File: src/rtl/fetch_pkg.sv
// Shared types and constants for the instruction fetch front end.
// The packet layout here is the word pushed into the decode instruction queue.
package fetch_pkg;

    localparam int unsigned XLEN       = 32;
    localparam int unsigned InstrBytes = 4;

    // The PC sits in the upper half so decode can slice it without unpacking.
    typedef struct packed {
        logic [XLEN-1:0] pc;
        logic [XLEN-1:0] instr;
    } fetch_pkt_t;

    typedef enum logic {
        RUN   = 1'b0,
        DRAIN = 1'b1
    } fetch_state_e;

    function automatic logic [XLEN-1:0] word_align(input logic [XLEN-1:0] addr);
        return addr & ~XLEN'(InstrBytes - 1);
    endfunction

endpackage

File: src/rtl/fetch_unit.sv
// In-order fetch front end: issues word reads, tags responses with their PC and
// pushes {pc, instr} into the decode queue under credit-based flow control.
module fetch_unit
    import fetch_pkg::*;
#(
    parameter int unsigned     Width              = XLEN,
    parameter logic [Width-1:0] ResetPc           = '0,
    parameter int unsigned     MaxOutstandingLog2 = 2,
    parameter int unsigned     CreditsLog2        = 2
) (
    input  logic             clk_i,
    input  logic             rst_i,
    input  logic             redirect_valid_i,
    input  logic [Width-1:0] redirect_pc_i,
    output logic             mem_valid_o,
    output logic [Width-1:0] mem_addr_o,
    input  logic             mem_ready_i,
    input  logic             mem_rvalid_i,
    input  logic [Width-1:0] mem_rdata_i,
    output logic             out_valid_o,
    output fetch_pkt_t       out_data_o,
    input  logic             out_ready_i,
    input  logic             credit_return_i
);

    localparam int unsigned OutW = MaxOutstandingLog2 + 1;
    localparam int unsigned CrW  = CreditsLog2 + 1;

    localparam logic [OutW-1:0]  OutLimit    = OutW'(2 ** MaxOutstandingLog2);
    localparam logic [CrW-1:0]   CreditsFull = CrW'(2 ** CreditsLog2);
    localparam logic [Width-1:0] PcStep      = Width'(InstrBytes);

    logic [Width-1:0] pc_q, pc_d;
    logic [Width-1:0] rsp_pc_q, rsp_pc_d;
    logic [OutW-1:0]  outstanding_q, outstanding_d;
    logic [OutW-1:0]  discard_q, discard_d;
    logic [CrW-1:0]   credits_q, credits_d;
    logic [CrW:0]     credits_wide;
    fetch_state_e     state_q, state_d;

    logic             issue;
    logic             drop;
    logic             deliver;
    logic [Width-1:0] redirect_target;

    assign redirect_target = word_align(redirect_pc_i);

    // Redirect cycles never issue: the request would carry a PC about to be replaced.
    assign mem_valid_o = !rst_i && !redirect_valid_i
                      && (outstanding_q < OutLimit) && (credits_q != '0);
    assign mem_addr_o  = pc_q;

    assign issue   = mem_valid_o && mem_ready_i;
    assign drop    = mem_rvalid_i && ((state_q == DRAIN) || redirect_valid_i);
    assign deliver = mem_rvalid_i && !drop;

    assign out_valid_o = !rst_i && deliver;
    assign out_data_o  = '{pc: rsp_pc_q, instr: mem_rdata_i};

    // A dropped response never reaches the queue, so its slot is handed back at once.
    assign credits_wide = {1'b0, credits_q}
                        + {{CrW{1'b0}}, credit_return_i}
                        + {{CrW{1'b0}}, drop}
                        - {{CrW{1'b0}}, issue};

    // NOTE: combinational next-state logic uses blocking assignments and gives
    // every target a default first, so no latch can be inferred.
    always_comb begin
        pc_d          = pc_q;
        rsp_pc_d      = rsp_pc_q;
        discard_d     = discard_q;
        credits_d     = credits_wide[CrW-1:0];
        outstanding_d = outstanding_q + OutW'(issue) - OutW'(mem_rvalid_i);

        if (redirect_valid_i) begin
            pc_d      = redirect_target;
            rsp_pc_d  = redirect_target;
            // Everything still in flight belongs to the abandoned path.
            discard_d = outstanding_q - OutW'(mem_rvalid_i);
        end else begin
            if (issue) begin
                pc_d = pc_q + PcStep;
            end
            if (deliver) begin
                rsp_pc_d = rsp_pc_q + PcStep;
            end
            if (mem_rvalid_i && (discard_q != '0)) begin
                discard_d = discard_q - OutW'(1);
            end
        end

        state_d = (discard_d != '0) ? DRAIN : RUN;
    end

    // NOTE: sequential state uses non-blocking assignments only; every register
    // here is a small counter or PC, so all of them take a reset value.
    always_ff @(posedge clk_i) begin
        if (rst_i) begin
            pc_q          <= ResetPc;
            rsp_pc_q      <= ResetPc;
            outstanding_q <= '0;
            discard_q     <= '0;
            credits_q     <= CreditsFull;
            state_q       <= RUN;
        end else begin
            pc_q          <= pc_d;
            rsp_pc_q      <= rsp_pc_d;
            outstanding_q <= outstanding_d;
            discard_q     <= discard_d;
            credits_q     <= credits_d;
            state_q       <= state_d;
        end
    end

    // The credit scheme guarantees the queue is never full when a packet arrives.
    a_out_ready : assert property (@(posedge clk_i) disable iff (rst_i)
        out_valid_o |-> out_ready_i);

    a_rsp_expected : assert property (@(posedge clk_i) disable iff (rst_i)
        mem_rvalid_i |-> (outstanding_q != '0));

    // An underflow wraps the wide sum to a large value, so one bound covers both.
    a_credits_bound : assert property (@(posedge clk_i) disable iff (rst_i)
        credits_wide <= {1'b0, CreditsFull});

    a_outstanding_bound : assert property (@(posedge clk_i) disable iff (rst_i)
        outstanding_q <= OutLimit);

endmodule
File: config.mk
export PLATFORM = sky130hd
export DESIGN_NAME = fetch_unit
export DESIGN_NICKNAME = d
export VERILOG_FILES = /design/src/rtl/fetch_pkg.sv /design/src/rtl/fetch_unit.sv
export SDC_FILE = /design/constraint.sdc
export NUM_CORES = 1
export LEC_CHECK = 0
export CAP_MARGIN = 20
export CORE_MARGIN = 5
export CORE_UTILIZATION = 45
export DETAILED_ROUTE_END_ITERATION = 10
export DONT_BUFFER_PORTS = 1
export SETUP_SLACK_MARGIN = 0.02
export SLEW_MARGIN = 30
export SYNTH_ARGS = -nofsm -noshare
export SYNTH_HDL_FRONTEND = slang
export SYNTH_SLANG_ARGS = --single-unit
export TNS_END_PERCENT = 50
File: constraint.sdc
create_clock -name clk_i -period 2.9 [get_ports clk_i]
set_clock_uncertainty 0.05 [all_clocks]
set_input_delay 0.29 -clock clk_i [delete_from_list [all_inputs] [get_ports clk_i]]
set_output_delay 0.29 -clock clk_i [all_outputs]
set_load 0.01 [all_outputs]
=== Word level (Yosys, flattened, before mapping) ===
Cells that the tools add are included.

* Mux-type cells: 7
* Reduce and logical (&&, ||, !) cells: 18
* Add/subtract/negate cells: 9
* $lt $le $gt $ge: 1

{| class="wikitable"
|+ Operators with widths
! operator !! count
|-
| 32-bit two-way mux || 4
|-
| 32-bit by 3-bit adder with 32-bit output, second input constant || 2
|-
| 3-bit by 1-bit adder with 3-bit output || 3
|-
| 3-bit nonzero test || 3
|-
| 3-bit by 1-bit subtractor with 3-bit output || 3
|-
| 1-bit logical AND || 8
|-
| 3-bit two-way mux || 2
|-
| 2-bit nonzero test || 2
|-
| 1-bit logical NOT || 3
|-
| 3-bit < comparator, second input constant || 1
|-
| 3-bit by 1-bit subtractor with 3-bit output, second input constant || 1
|-
| 2-bit OR reduction || 1
|-
| 1-bit logical OR || 1
|-
| 1-bit two-way mux || 1
|}

* Output and inout port bits: 98
* Logic and storage cells: 43
* Bits in registers: 74
* Input port bits: 71

=== Longest topological paths before layout ===
Gate-level depths: netlist of run 1.

* Depth after elaboration: 7
* Depth in mapped cells: 12
* Mapped depth without buffers: 9

=== Worst setup path after synthesis of run 1 ===
OpenSTA, ideal clock, no wires.

* Path kind: flip-flop to flip-flop
* Start point: register credits_q[0]
* End point: register credits_q[2]
* Buffers on the path: 3
* Setup slack: -0.075 ns
* Cell stages (with the launch flop): 13
* Period minus slack after synthesis: 2.975 ns
* Data required time: 2.723 ns
* Arrival time: 2.798 ns
* Library setup time: 0.127 ns
* Path through: dfxtp_1 -> or3_1 -> clkbuf_1 -> nand2_1 -> clkbuf_1 -> clkbuf_1 -> inv_1 -> ha_1 -> inv_1 -> fa_1 -> fa_1 -> xnor2_1 -> nand2_1

* Word-level cells in the longest chain between the ends: 4
* Elaborated cells between the ends (all ways): 6
* Those cells by class: add/sub: 3; reduce/logical: 3

{| class="wikitable"
|+ RTL lines
! item !! line !! text
|-
| from (decl) || fetch_unit.sv:37 || <nowiki>logic [CrW-1:0] credits_q, credits_d;</nowiki>
|-
| from (signal assigned) || fetch_unit.sv:103 || <nowiki>credits_q <= CreditsFull;</nowiki>
|-
| from (signal assigned) || fetch_unit.sv:110 || <nowiki>credits_q <= credits_d;</nowiki>
|-
| branches (longest 3 deep; another with 3-bit by 1-bit adder with 3-bit output) || -- ||
|-
| 3-bit by 1-bit subtractor with 3-bit output (*) || fetch_unit.sv:64 || <nowiki>- {{CrW{1'b0}}, issue};</nowiki>
|}

Mark *: on every way between the ends.
A chain may end at the register's enable or synchronous reset.

=== Final worst setup path of run 1 ===
* Start point: register credits_q[1]
* End point: register credits_q[2]

Same word-level chain as after synthesis.

==> results of run 1 <==
## power by group through the flow
stage               clock [uW]  sequential (uW)  combinational [uW]
floorplan                    0             1190                 446
global placement             0             1230                 476
detailed placement           0             1240                 489
CTS                        853             1220                 505
global route               895             1240                 575
finish                     838             1220                 505
## worst max-delay path, stage by stage (launching register included)
cell	delay (ns)
dfxtp_1	0.35
or3_1	0.37
nand2_1	0.13
inv_1	0.14
ha_1	0.30
inv_1	0.05
fa_1	0.40
fa_1	0.38
xnor2_1	0.17
nand2_1	0.06
## synthesized netlist by cell type, drive strengths merged, types with 7 or more instances
master | number | share of area (%)
dfxtp | 70 | 31
a311oi | 10 | 2.0
or3 | 10 | 1.4
nand2 | 38 | 3.2
inv | 21 | 1.8
o311ai | 13 | 2.5
and4 | 13 | 2.5
nor4 | 16 | 2.2
buf | 44 | 7.0
a31oi | 17 | 2.4
clkbuf | 29 | 2.4
and3 | 7 | 0.98
nor3 | 16 | 1.8
ha | 9 | 2.5
o21ai | 17 | 1.9
a21boi | 9 | 1.5
nand4 | 22 | 3.1
or4 | 23 | 3.9
a211oi | 14 | 2.3
xnor2 | 16 | 3.1
nor2 | 29 | 2.4
nand3 | 24 | 2.7
o21a | 11 | 1.8
## flip-flops by register name, indices dropped and copies added (netlist names)
signal         cells
state_q            1
outstanding_q      3
mem_addr_o        30
credits_q          3
discard_q          3
rsp_pc_q          30
## cells by family after synthesis
family	synth area share (%)
flops	31.3
other cells	0.0838
buf+inv	11.2
simple gates	29.4
fa+ha+maj	3.86
mux	0.224
compound gates	20.4
xor+xnor	3.52
## per-layer routing
layer	wire length (um)	vias to the layer above	track usage, %
li1	-	1984	-
met1	5480	2002	27.5
met2	6750	166	39.9
met3	1380	32	7.52
met4	218	0	6.32
met5	0	-	0
## cell type report
type                            instances  area [sq um]  share of cell area (%)
Clock buffer                           13           159                    3.46
Multi-Input combinational cell        390          2590                    56.4
Tap cell                              133           166                    3.62
Timing Repair Buffer                   18           155                    3.38
Clock inverter                          3          42.5                   0.927
Inverter                               21          78.8                    1.72
Sequential cell                        70          1400                    30.5
## how the worst min path moves through the flow
stage / endpoint / slack [ns] / cells past startpoint
after floorplan: discard_q[1] / 0.32 / 1
after global placement: outstanding_q[2] / 0.32 / 1
after detailed placement: outstanding_q[2] / 0.32 / 1
after CTS: rsp_pc_q[15] / 0.004 / 1
after global routing: mem_addr_o[21] / 0.02 / 1
final: mem_addr_o[29] / 0.03 / 1
## stage by stage
stage	utilization [%]	total power, uW	area, sq um
after global routing	47.2	2700	4590
after floorplan	-	1640	4490
final	47.2	2560	4590
after CTS	47.1	2570	4580
after global placement	44.6	1710	4340
after detailed placement	44.6	1730	4340
## repair_timing
action | CTS | global route
hold buffers | 3 | 1
resized for setup | 0 | 0
endpoints found under the hold margin | 32 | 1
==> results.py, run 1 <==
metrics = {
    "outcome": {
        "status": "finished clean",
    },
    "setup_path": {
        "worstSetupPathType": "flop to flop",
        "end_kind": "flop",
        "rr_worst_depth": 9,
        "r2r-end": "credits_q[2]",
        "cp_max_fo": 4,
        "r2r_start": "credits_q[1]",
        "cp.required_ns": 3.09,
        "cp_data_arrival_time_ns": 2.70,
        "start_kind": "flop",
        "critPathLaunch": "credits_q[1]",
        "rrSetupSlack_ns": 0.39,
        "endpoint": "credits_q[2]",
    },
    "grt": {
        "grt_usage_pct": 23.1,
        "grt_overflow": 0,
        "grt_pass1_wl_um": 21600,
        "first_global_vias": 4022,
        "antenna_found_initial": 0,
        "grt_max_degree": 56,
    },
    "clock_tree": {
        "cts_made_buffers": 9,
        "cts-root-buf": "clkbuf_8",
        "cts.sinks": 70,
        "clk_path_buf_depth": 2,
        "cts.htree.levels": 3,
        "post_cts_buffers": 0,
        "clk_latency_ns": 0.35,
        "cts_tree": "done",
        "clk_pin_slew_worst_paths_ns": 0.07,
    },
    "synth": {
        "async_reset_ff_share_pct": 0,
        "syn_inst": 551,
        "ys_seq_area_share_pct": 31.3,
        "syn_avg_cell_area_sq_um": 8.12,
        "synth_ff_type": "dfxtp_1",
        "yosysUniqueCellTypes": 56,
        "synth_edf_count": 0,
        "syn-cell-area_sq_um": 4480,
        "yosysWarnings": 0,
        "ys_seq_elements": 70,
    },
    "detailed_routing": {
        "vias": 4184,
        "post_drt_wl_per_cell_um": 21.4,
        "postRouteWirelength_um": 13800,
        "drtAntennaViolNets": 0,
        "route.detailed.drc": 0,
        "dr.pass1.iters": 5,
        "drt_iter0_markers": 305,
        "via_per_inst": 6.46,
    },
    "power": {
        "power_switching_uw": 826,
        "p_int_uw": 1730,
        "p_clk_share_pct": 32.7,
        "pwr-share-seq_pct": 47.5,
        "peakVddDrop_uv": 348,
        "p_per_area_nw_per_um2": 558,
        "p_comb_share_pct": 19.7,
        "power_leakage_uw": 0.00146,
        "p_sw_share_pct": 32.3,
    },
    "floorplan": {
        "fp-row-count": 36,
        "die_h_um": 110,
        "fp.coreArea_sq_um": 9730,
        "die_x_um": 110,
        "initial_core_util_pct": 46.0,
        "ioPinCount": 169,
        "die-area_sq_um": 12000,
    },
    "sta": {
        "relSlewSlack_pct": 42.0,
        "tns_ns": 0,
        "slew_viol_final": 0,
        "hold_slack_ns": 0.0335,
        "min_period_ns": 2.51,
        "finalSetupViolCount": 0,
        "post-route-period-util_pct": 86.7,
        "hold_viol_final": 0,
        "final.setup.worst_slack_ns": 0.385,
        "max_freq_mhz": 398,
        "rsz0062_at_grt": "no",
        "worstMarginPinSlew_ns": 0.863,
    },
    "finish": {
        "fillers": 993,
        "final_cells": 648,
        "final_cell_mix": "dfxtp_1 (70), nand2_1 (38), nor2_1 (29)",
        "layout-drive-gt1-share_pct": 7.38,
        "antennaDiodeCount": 0,
        "synthToLayoutAreaGrowth_pct": 2.54,
        "nNetsFinal": 593,
        "layout_commonest_cell": "dfxtp_1",
    },
    "place": {
        "routabilityCongestion": 0.893,
        "io_buffers": 0,
        "place_ws_ns": 0.417,
        "dp.cells": 628,
        "dp_hpwl_um": 9850,
    },
    "min_path": {
        "hold_class": "input pin to flop",
        "worstHoldStart": "rst_i",
    },
    "flow_run": {
        "drv_cap": 0,
    },
}
No activity file was read; power rests on OpenSTA's default activity.
==> run 2, diff against run 1 <==
--- a/config.mk
+++ b/config.mk
@@ -5,6 +5,7 @@
 export SDC_FILE = /design/constraint.sdc
 export NUM_CORES = 1
 export LEC_CHECK = 0
+export ABC_CLOCK_PERIOD_IN_PS = 2900
 export CAP_MARGIN = 20
 export CORE_MARGIN = 5
 export CORE_UTILIZATION = 45
==> results of run 2 <==
No change in the layout: final DEF, timing and power equal those of run 1.
